[src/rtl/muldiv_sequencer.sv]
// Radix-2 multi-cycle multiply/divide unit owning HI/LO for mult, multu, div, divu.
// One iteration per clock on magnitudes; sign fix-up is applied in a final cycle.
module muldiv_sequencer #(
    parameter int unsigned WIDTH = 32
) (
    input  logic             clk,
    input  logic             rst_n,
    input  logic             start,
    input  logic [1:0]       op,
    input  logic [WIDTH-1:0] Op1,
    input  logic [WIDTH-1:0] Op2,
    input  logic             flush,
    input  logic             rd_hilo,
    output logic             busy,
    output logic             done,
    output logic             DivByZero,
    output logic             stall,
    output logic [WIDTH-1:0] HI,
    output logic [WIDTH-1:0] LO
);

    localparam int unsigned CW = (WIDTH > 1) ? $clog2(WIDTH) : 1;

    typedef enum logic [1:0] {IDLE, CALC, FIX} state_t;

    state_t             state_q;
    logic [CW-1:0]      cnt_q;
    logic               is_div_q, neg_q, remneg_q;
    logic [WIDTH-1:0]   den_q;
    logic [2*WIDTH-1:0] acc_q, acc_d;
    logic [WIDTH-1:0]   hi_q, lo_q;
    logic               busy_q, done_q, dbz_q;

    logic               op_signed, op_div;
    logic [WIDTH-1:0]   abs1, abs2;
    logic [WIDTH:0]     mul_sum, div_shift, div_diff;
    logic               div_ge;
    logic [2*WIDTH-1:0] prod_fix;
    logic [WIDTH-1:0]   quot_fix, rem_fix;

    assign op_signed = ~op[0];
    assign op_div    = op[1];

    always_comb begin
        abs1 = (op_signed && Op1[WIDTH-1]) ? -Op1 : Op1;
        abs2 = (op_signed && Op2[WIDTH-1]) ? -Op2 : Op2;
    end

    // Multiply: acc = {partial, multiplier}, shifted right each step.
    // Divide: acc = {remainder, dividend}, shifted left; quotient bits enter at LSB.
    always_comb begin
        mul_sum   = {1'b0, acc_q[2*WIDTH-1:WIDTH]} + (acc_q[0] ? {1'b0, den_q} : '0);
        div_shift = {acc_q[2*WIDTH-1:WIDTH], acc_q[WIDTH-1]};
        div_diff  = div_shift - {1'b0, den_q};
        div_ge    = (div_shift >= {1'b0, den_q});
        if (is_div_q)
            acc_d = {(div_ge ? div_diff[WIDTH-1:0] : div_shift[WIDTH-1:0]),
                     acc_q[WIDTH-2:0], div_ge};
        else
            acc_d = {mul_sum, acc_q[WIDTH-1:1]};
    end

    always_comb begin
        prod_fix = neg_q    ? -acc_q                   : acc_q;
        quot_fix = neg_q    ? -acc_q[WIDTH-1:0]        : acc_q[WIDTH-1:0];
        rem_fix  = remneg_q ? -acc_q[2*WIDTH-1:WIDTH]  : acc_q[2*WIDTH-1:WIDTH];
    end

    always_ff @(posedge clk or negedge rst_n) begin
        if (!rst_n) begin
            state_q  <= IDLE;
            cnt_q    <= '0;
            is_div_q <= 1'b0;
            neg_q    <= 1'b0;
            remneg_q <= 1'b0;
            den_q    <= '0;
            acc_q    <= '0;
            hi_q     <= '0;
            lo_q     <= '0;
            busy_q   <= 1'b0;
            done_q   <= 1'b0;
            dbz_q    <= 1'b0;
        end else begin
            done_q <= 1'b0;
            dbz_q  <= 1'b0;
            case (state_q)
                IDLE: begin
                    if (start && !flush) begin
                        if (op_div && Op2 == '0) begin
                            done_q <= 1'b1;
                            dbz_q  <= 1'b1;
                        end else begin
                            is_div_q <= op_div;
                            neg_q    <= op_signed & (Op1[WIDTH-1] ^ Op2[WIDTH-1]);
                            remneg_q <= op_signed & Op1[WIDTH-1];
                            den_q    <= op_div ? abs2 : abs1;
                            acc_q    <= {{WIDTH{1'b0}}, (op_div ? abs1 : abs2)};
                            cnt_q    <= CW'(WIDTH - 1);
                            busy_q   <= 1'b1;
                            state_q  <= CALC;
                        end
                    end
                end
                CALC: begin
                    if (flush) begin
                        busy_q  <= 1'b0;
                        state_q <= IDLE;
                    end else begin
                        acc_q <= acc_d;
                        if (cnt_q == '0)
                            state_q <= FIX;
                        else
                            cnt_q <= cnt_q - CW'(1);
                    end
                end
                FIX: begin
                    busy_q  <= 1'b0;
                    state_q <= IDLE;
                    if (!flush) begin
                        done_q <= 1'b1;
                        if (is_div_q) begin
                            hi_q <= rem_fix;
                            lo_q <= quot_fix;
                        end else begin
                            hi_q <= prod_fix[2*WIDTH-1:WIDTH];
                            lo_q <= prod_fix[WIDTH-1:0];
                        end
                    end
                end
                default: begin
                    busy_q  <= 1'b0;
                    state_q <= IDLE;
                end
            endcase
        end
    end

    assign busy      = busy_q;
    assign done      = done_q;
    assign DivByZero = dbz_q;
    assign HI        = hi_q;
    assign LO        = lo_q;
    assign stall     = rd_hilo & (busy_q | (start & ~flush));

endmodule
[config.mk]
export PLATFORM = sky130hd
export DESIGN_NAME = muldiv_sequencer
export DESIGN_NICKNAME = d
export VERILOG_FILES = /design/src/rtl/muldiv_sequencer.sv
export SDC_FILE = /design/constraint.sdc
export NUM_CORES = 1
export LEC_CHECK = 0
export CAP_MARGIN = 25
export CORE_AREA = 2 2 218 220
export DETAILED_ROUTE_END_ITERATION = 12
export DIE_AREA = 0 0 220 222
export GPL_TIMING_DRIVEN = 0
export SYNTH_ARGS = -nofsm -noshare
export SYNTH_HDL_FRONTEND = slang
export SYNTH_SLANG_ARGS = --single-unit
[constraint.sdc]
create_clock -name clk -period 4.7 [get_ports clk]
set_clock_uncertainty 0.05 [all_clocks]
set_input_delay 0.94 -clock clk [delete_from_list [all_inputs] [get_ports clk]]
set_output_delay 0.94 -clock clk [all_outputs]
set_load 0.02 [all_outputs]
After elaboration in Yosys (flattened, before gate mapping)
Index checks and enable logic that the tools add are counted.

Register bits: 173. Bits in latches: 0. Memory bits (writable): 0. Memory bits (read-only): 0. Input bits: 71. Logic and storage cells: 88. Memories: 0.

Add/subtract/negate cells: 8. $mul: 0. Div/mod/pow operators: 0. Magnitude comparators: 1. Eq/ne operators: 8. Shift operators: 0. Multiplexer cells: 35. Bitwise operators: 9. Reduce and logical (&&, ||, !) cells: 15.

Operators with widths (number): 32-bit two-way mux (10); 64-bit two-way mux (5); 32-bit negator (4); 64-bit case mux with 2 select lines (1); 64-bit negator (1); 32-bit by 32-bit adder with 33-bit output (1); 33-bit by 32-bit >= comparator with 1-bit output (1); 32-bit logical NOT (1); 32-bit subtractor (1); 5-bit two-way mux (4); 2-bit inequality test, second input constant (5); 5-bit case mux with 2 select lines (1); 3-bit AND reduction (3); 2-bit two-way mux (4); 1-bit two-way mux (7); 5-bit logical NOT (1); 5-bit AND reduction (1); 5-bit by 1-bit subtractor with 5-bit output, second input constant (1); 1-bit AND (4); 1-bit logical AND (4); 1-bit case mux with 2 select lines (2); 2-bit case mux with 2 select lines (1); 4-bit AND reduction (1); 3-bit inequality test, second input constant (1); 9 further kinds (11).

Depth between registers and ports, before layout
Depth in word-level cells: 7. Depth in mapped cells: 15.

Least setup slack after synthesis
OpenSTA, ideal clock, no wires.

Path kind: register -> register. From: register acc_q[0]. To: register acc_q[57]. Library setup time: 136 ps. Data arrival time: 3333 ps. Data required time: 4514 ps. Setup slack: 1182 ps. Cell stages (with the launch flop): 15. Period minus slack after synthesis: 3518 ps. Cells stage by stage: dfrtp_1 > inv_1 > clkbuf_1 > nor2_1 > ha_1 > a21oi_1 > o21ai_0 > a221o_1 > a31o_2 > a311o_1 > a221oi_1 > o221ai_1 > xnor2_1 > a22oi_1 > o21ai_0.

Longest elaborated chain between the ends: 5.

RTL lines: start, declared (line 30) `logic [2*WIDTH-1:0] acc_q, acc_d;`; start signal, assigned (line 97) `acc_q <= {{WIDTH{1'b0}}, (op_div ? abs1 : abs2)};`; 32-bit two-way mux (line 52) `mul_sum = {1'b0, acc_q[2*WIDTH-1:WIDTH]} + (acc_q[0] ? {1'b0, den_q} : '0);`; 32-bit by 32-bit adder with 33-bit output (line 52); 64-bit two-way mux (line 56) `if (is_div_q)`; 64-bit two-way mux (line 105) `if (flush) begin`; 64-bit case mux with 2 select lines (line 86) `case (state_q)`.

Every way passes these cells. The select of a mux whose other input is x is not followed. A chain may end at the register's enable or synchronous reset.

Worst setup path in the final report
From: register acc_q[0]. To: register acc_q[63].

Same word-level chain as after synthesis.

==> results.tsv <==
metric	value	unit
outcome	finished clean	
power_frac_clock	15.4	%
period_needed	4.498	ns
grt_pass1_vias	14710	
r2r-end	acc_q[63]	
reg2reg_depth	14	
cts_tree	yes	
drive_gt1_share	4.184	%
cp-start-kind	flip-flop	
coreArea	46260	um^2
initial_core_util	31.94	%
hold_class	input port to async pin	
synth_compound_area_share	24.92	%
ys_ff_latch	173	
period_share	95.71	%
yosys.cell_types.count	81	
grtUsageTotal	22.74	%
place_congestion	0.9605	
fin_area	17530	um^2
leakage	7.320	nW
ys_warn_count	0	
hpwl	44.30	mm
synth_ff_type	dfrtp_1	
finish.utilization	37.90	%
row_count	79	
final_common_cell	nand2_1	
syn_inst	1934	
vdd_ir_drop_max	0.4835	mV
p_seq_share	24.3	%
routedWlPerCell	20.53	um
grt_max_degree	105	
synth_edf_count	0	
hold_violations	0	
clkTransAtPathRegs	0.07	ns
htreeDepth	4	
crit_fanout	10	
die_height	222	um
mostFrequentLayoutCells	242 x nand2_1, 212 x nor2_1, 200 x a21oi_1, 173 x dfrtp_1, 172 x o21ai_0	
muxShareOfSynthArea	3.345	%
rsz0062_at_grt	false	
antenna_found_initial	1	
vias	15110	
drc	0	
synth_top_family_by_area	compound AO/OA/AOI/OAI gates	
portBuffers	137	
dpl.cell_count	2679	
clock_path_buffers	2	
wirelength	55.65	mm
swShare	50.18	%
pin_count	139	
syn2layout_area_growth	18.67	%
r2r_slack	0.20	ns
final_nets	2234	
yosysSeqAreaShare	29.30	%
netlist_area	14770	um^2
criticalPathCategory	flip-flop to flip-flop	
yosys.area_share.simple	20.86	%
ant_nets	0	
worst_ep_required_time	5.02	ns
grt_pass1_wl	85.77	mm
viasPerCell	5.576	
clock-sinks	173	
worst_pin_slew	1.123	ns
maxSlewViolCount	0	
dr.pass1.iters	5	
holdBufCountCts	0	
avgSynthCellArea	7.639	um^2
max-slew-margin-rel	24.83	%
cts_buffers	17	
synth_fa_ha_area_share	6.199	%
cts_root_buf	clkbuf_16	
fp.dieW	220	um
cap_violations	0	
antennaDiodeCount	0	
critPathArrivalTime	4.81	ns
clk_latency	0.45	ns
placed_cell_area	16940	um^2
grt-ovfl-total	0	
switchingPower	4.741	mW
async_flop_share	100.0	%
timing.fmax	222.3	MHz
initialDrtViolationCount	1264	
die-area	48840	um^2
fillCellCount	4864	
p_comb_share	60.3	%
setup_violations	0	
synth-xor-area-share	10.14	%
power.internal	4.707	mW
endpoint_kind	flip-flop	
rr_startpoint	acc_q[0]	
final_cells	2710	
synth_fp_nets	2077	
p_per_area	538.9	nW/um^2
cells by family after synthesis:
logic type / count (synthesis)
buf+inv: 182
xor+xnor: 171
simple gates: 670
compound gates: 617
mux: 49
fa+ha+maj: 72
flops: 173
area by class of cell:
cell class | count | area, um^2 | share of cell area (%)
buffer | 117 | 534.3 | 3.047
timing repair buffer | 138 | 1404 | 8.007
multi-input combinational | 1579 | 9691 | 55.27
tap | 607 | 759.5 | 4.332
inverter | 65 | 244.0 | 1.392
clock buffer | 19 | 442.9 | 2.526
clock inverter | 12 | 127.6 | 0.7279
sequential | 173 | 4329 | 24.69
flip-flops by register name, indices dropped and copies added, names as in the netlist:
signal and cells:
neg_q 1, done 1, HI 32, acc_q 64
busy 1, cnt_q 5, LO 32, den_q 32
is_div_q 1, remneg_q 1, state_q 2, DivByZero 1
how the worst max path moves through the flow:
stage	start	end	slack, ns	depth (start not counted)
floorplan	acc_q[0]	acc_q[57]	1.18	14
global placement	rst_n	HI[13]	-5.03	1
detailed placement	Op2[15]	neg_q	-0.39	11
CTS	acc_q[0]	acc_q[62]	0.04	14
global route	Op2[3]	acc_q[30]	0.06	13
finish	acc_q[0]	acc_q[63]	0.20	14
power groups by stage:
| stage | clock network [mW] | registers (mW) | logic, mW |
|---|---|---|---|
| 2_1_floorplan | 0 | 2.07 | 4.10 |
| 3_3_place_gp | 0 | 2.29 | 5.54 |
| 3_5_place_dp | 0 | 2.30 | 5.57 |
| 4_1_cts | 1.47 | 2.27 | 5.60 |
| 5_1_grt | 1.53 | 2.32 | 6.30 |
| 6_report | 1.45 | 2.29 | 5.70 |
cells in the mapped netlist, types with 9 or more instances:
cell | instances | area (um^2)
mux2i_1 | 46 | 460.4
ha_1 | 70 | 875.8
nor2_1 | 212 | 795.8
clkbuf_1 | 89 | 334.1
nor3_1 | 46 | 230.2
and3_1 | 11 | 68.82
o211ai_1 | 12 | 90.09
a21oi_1 | 200 | 1001
o41ai_1 | 11 | 96.34
nand4_1 | 14 | 87.58
a22oi_1 | 19 | 142.6
nand2_1 | 242 | 908.4
or3_1 | 16 | 100.1
buf_2 | 13 | 65.06
o21ai_1 | 45 | 225.2
xor2_1 | 82 | 718.2
o21ai_0 | 172 | 860.8
a31oi_1 | 12 | 75.07
o31ai_1 | 25 | 187.7
nand2b_1 | 18 | 112.6
a211oi_1 | 9 | 67.56
inv_1 | 64 | 240.2
or4_1 | 12 | 90.09
dfrtp_1 | 173 | 4329
a21o_1 | 31 | 232.7
nor4_1 | 12 | 75.07
nand3_1 | 30 | 150.1
o21a_1 | 13 | 97.59
nor2b_1 | 14 | 87.58
xnor2_1 | 89 | 779.5
what timing repair did:
action                                 in CTS  in global routing
setup endpoints to repair                   0                 57
resized for setup                           0                 10
buffers inserted                            0                  0
endpoints found under the hold margin       0                  0
routing by layer:
metal	share of wire (%)	GRT usage [%]	vias up
li1	-	-	7192
met1	44	30.41	7294
met2	46	36.87	521
met3	5.8	2.606	104
met4	3.8	9.764	0
met5	0	0	-
worst max-delay path, stage by stage, from the launching register on:
cell and delay (ns):
dfrtp_1 0.51, inv_1 0.28, clkbuf_2 0.34, nor2_1 0.09
ha_1 0.35, nand2b_1 0.14, a21o_1 0.23, a211oi_1 0.55
a31o_2 0.35, a21oi_1 0.16, o21ai_1 0.27, a21boi_0 0.26
o311ai_0 0.40, a32oi_1 0.17, nor3_1 0.23
per-stage QoR:
| step | hold slack [ns] | setup slack [ns] | TNS [ns] | power, mW |
|---|---|---|---|---|
| 6_report | 0.3877 | 0.2016 | 0 | 9.448 |
| 5_1_grt | 0.4236 | 0.06225 | 0 | 10.15 |
| 4_1_cts | 0.4094 | 0.04213 | 0 | 9.339 |
| 3_5_place_dp | 0.4009 | -0.3887 | -11.48 | 7.874 |
| 3_3_place_gp | 0.4002 | -5.029 | -878.55 | 7.833 |
| 2_1_floorplan | 0.3821 | 1.182 | 0 | 6.173 |
Note: power is estimated with default switching activity, not from simulation.
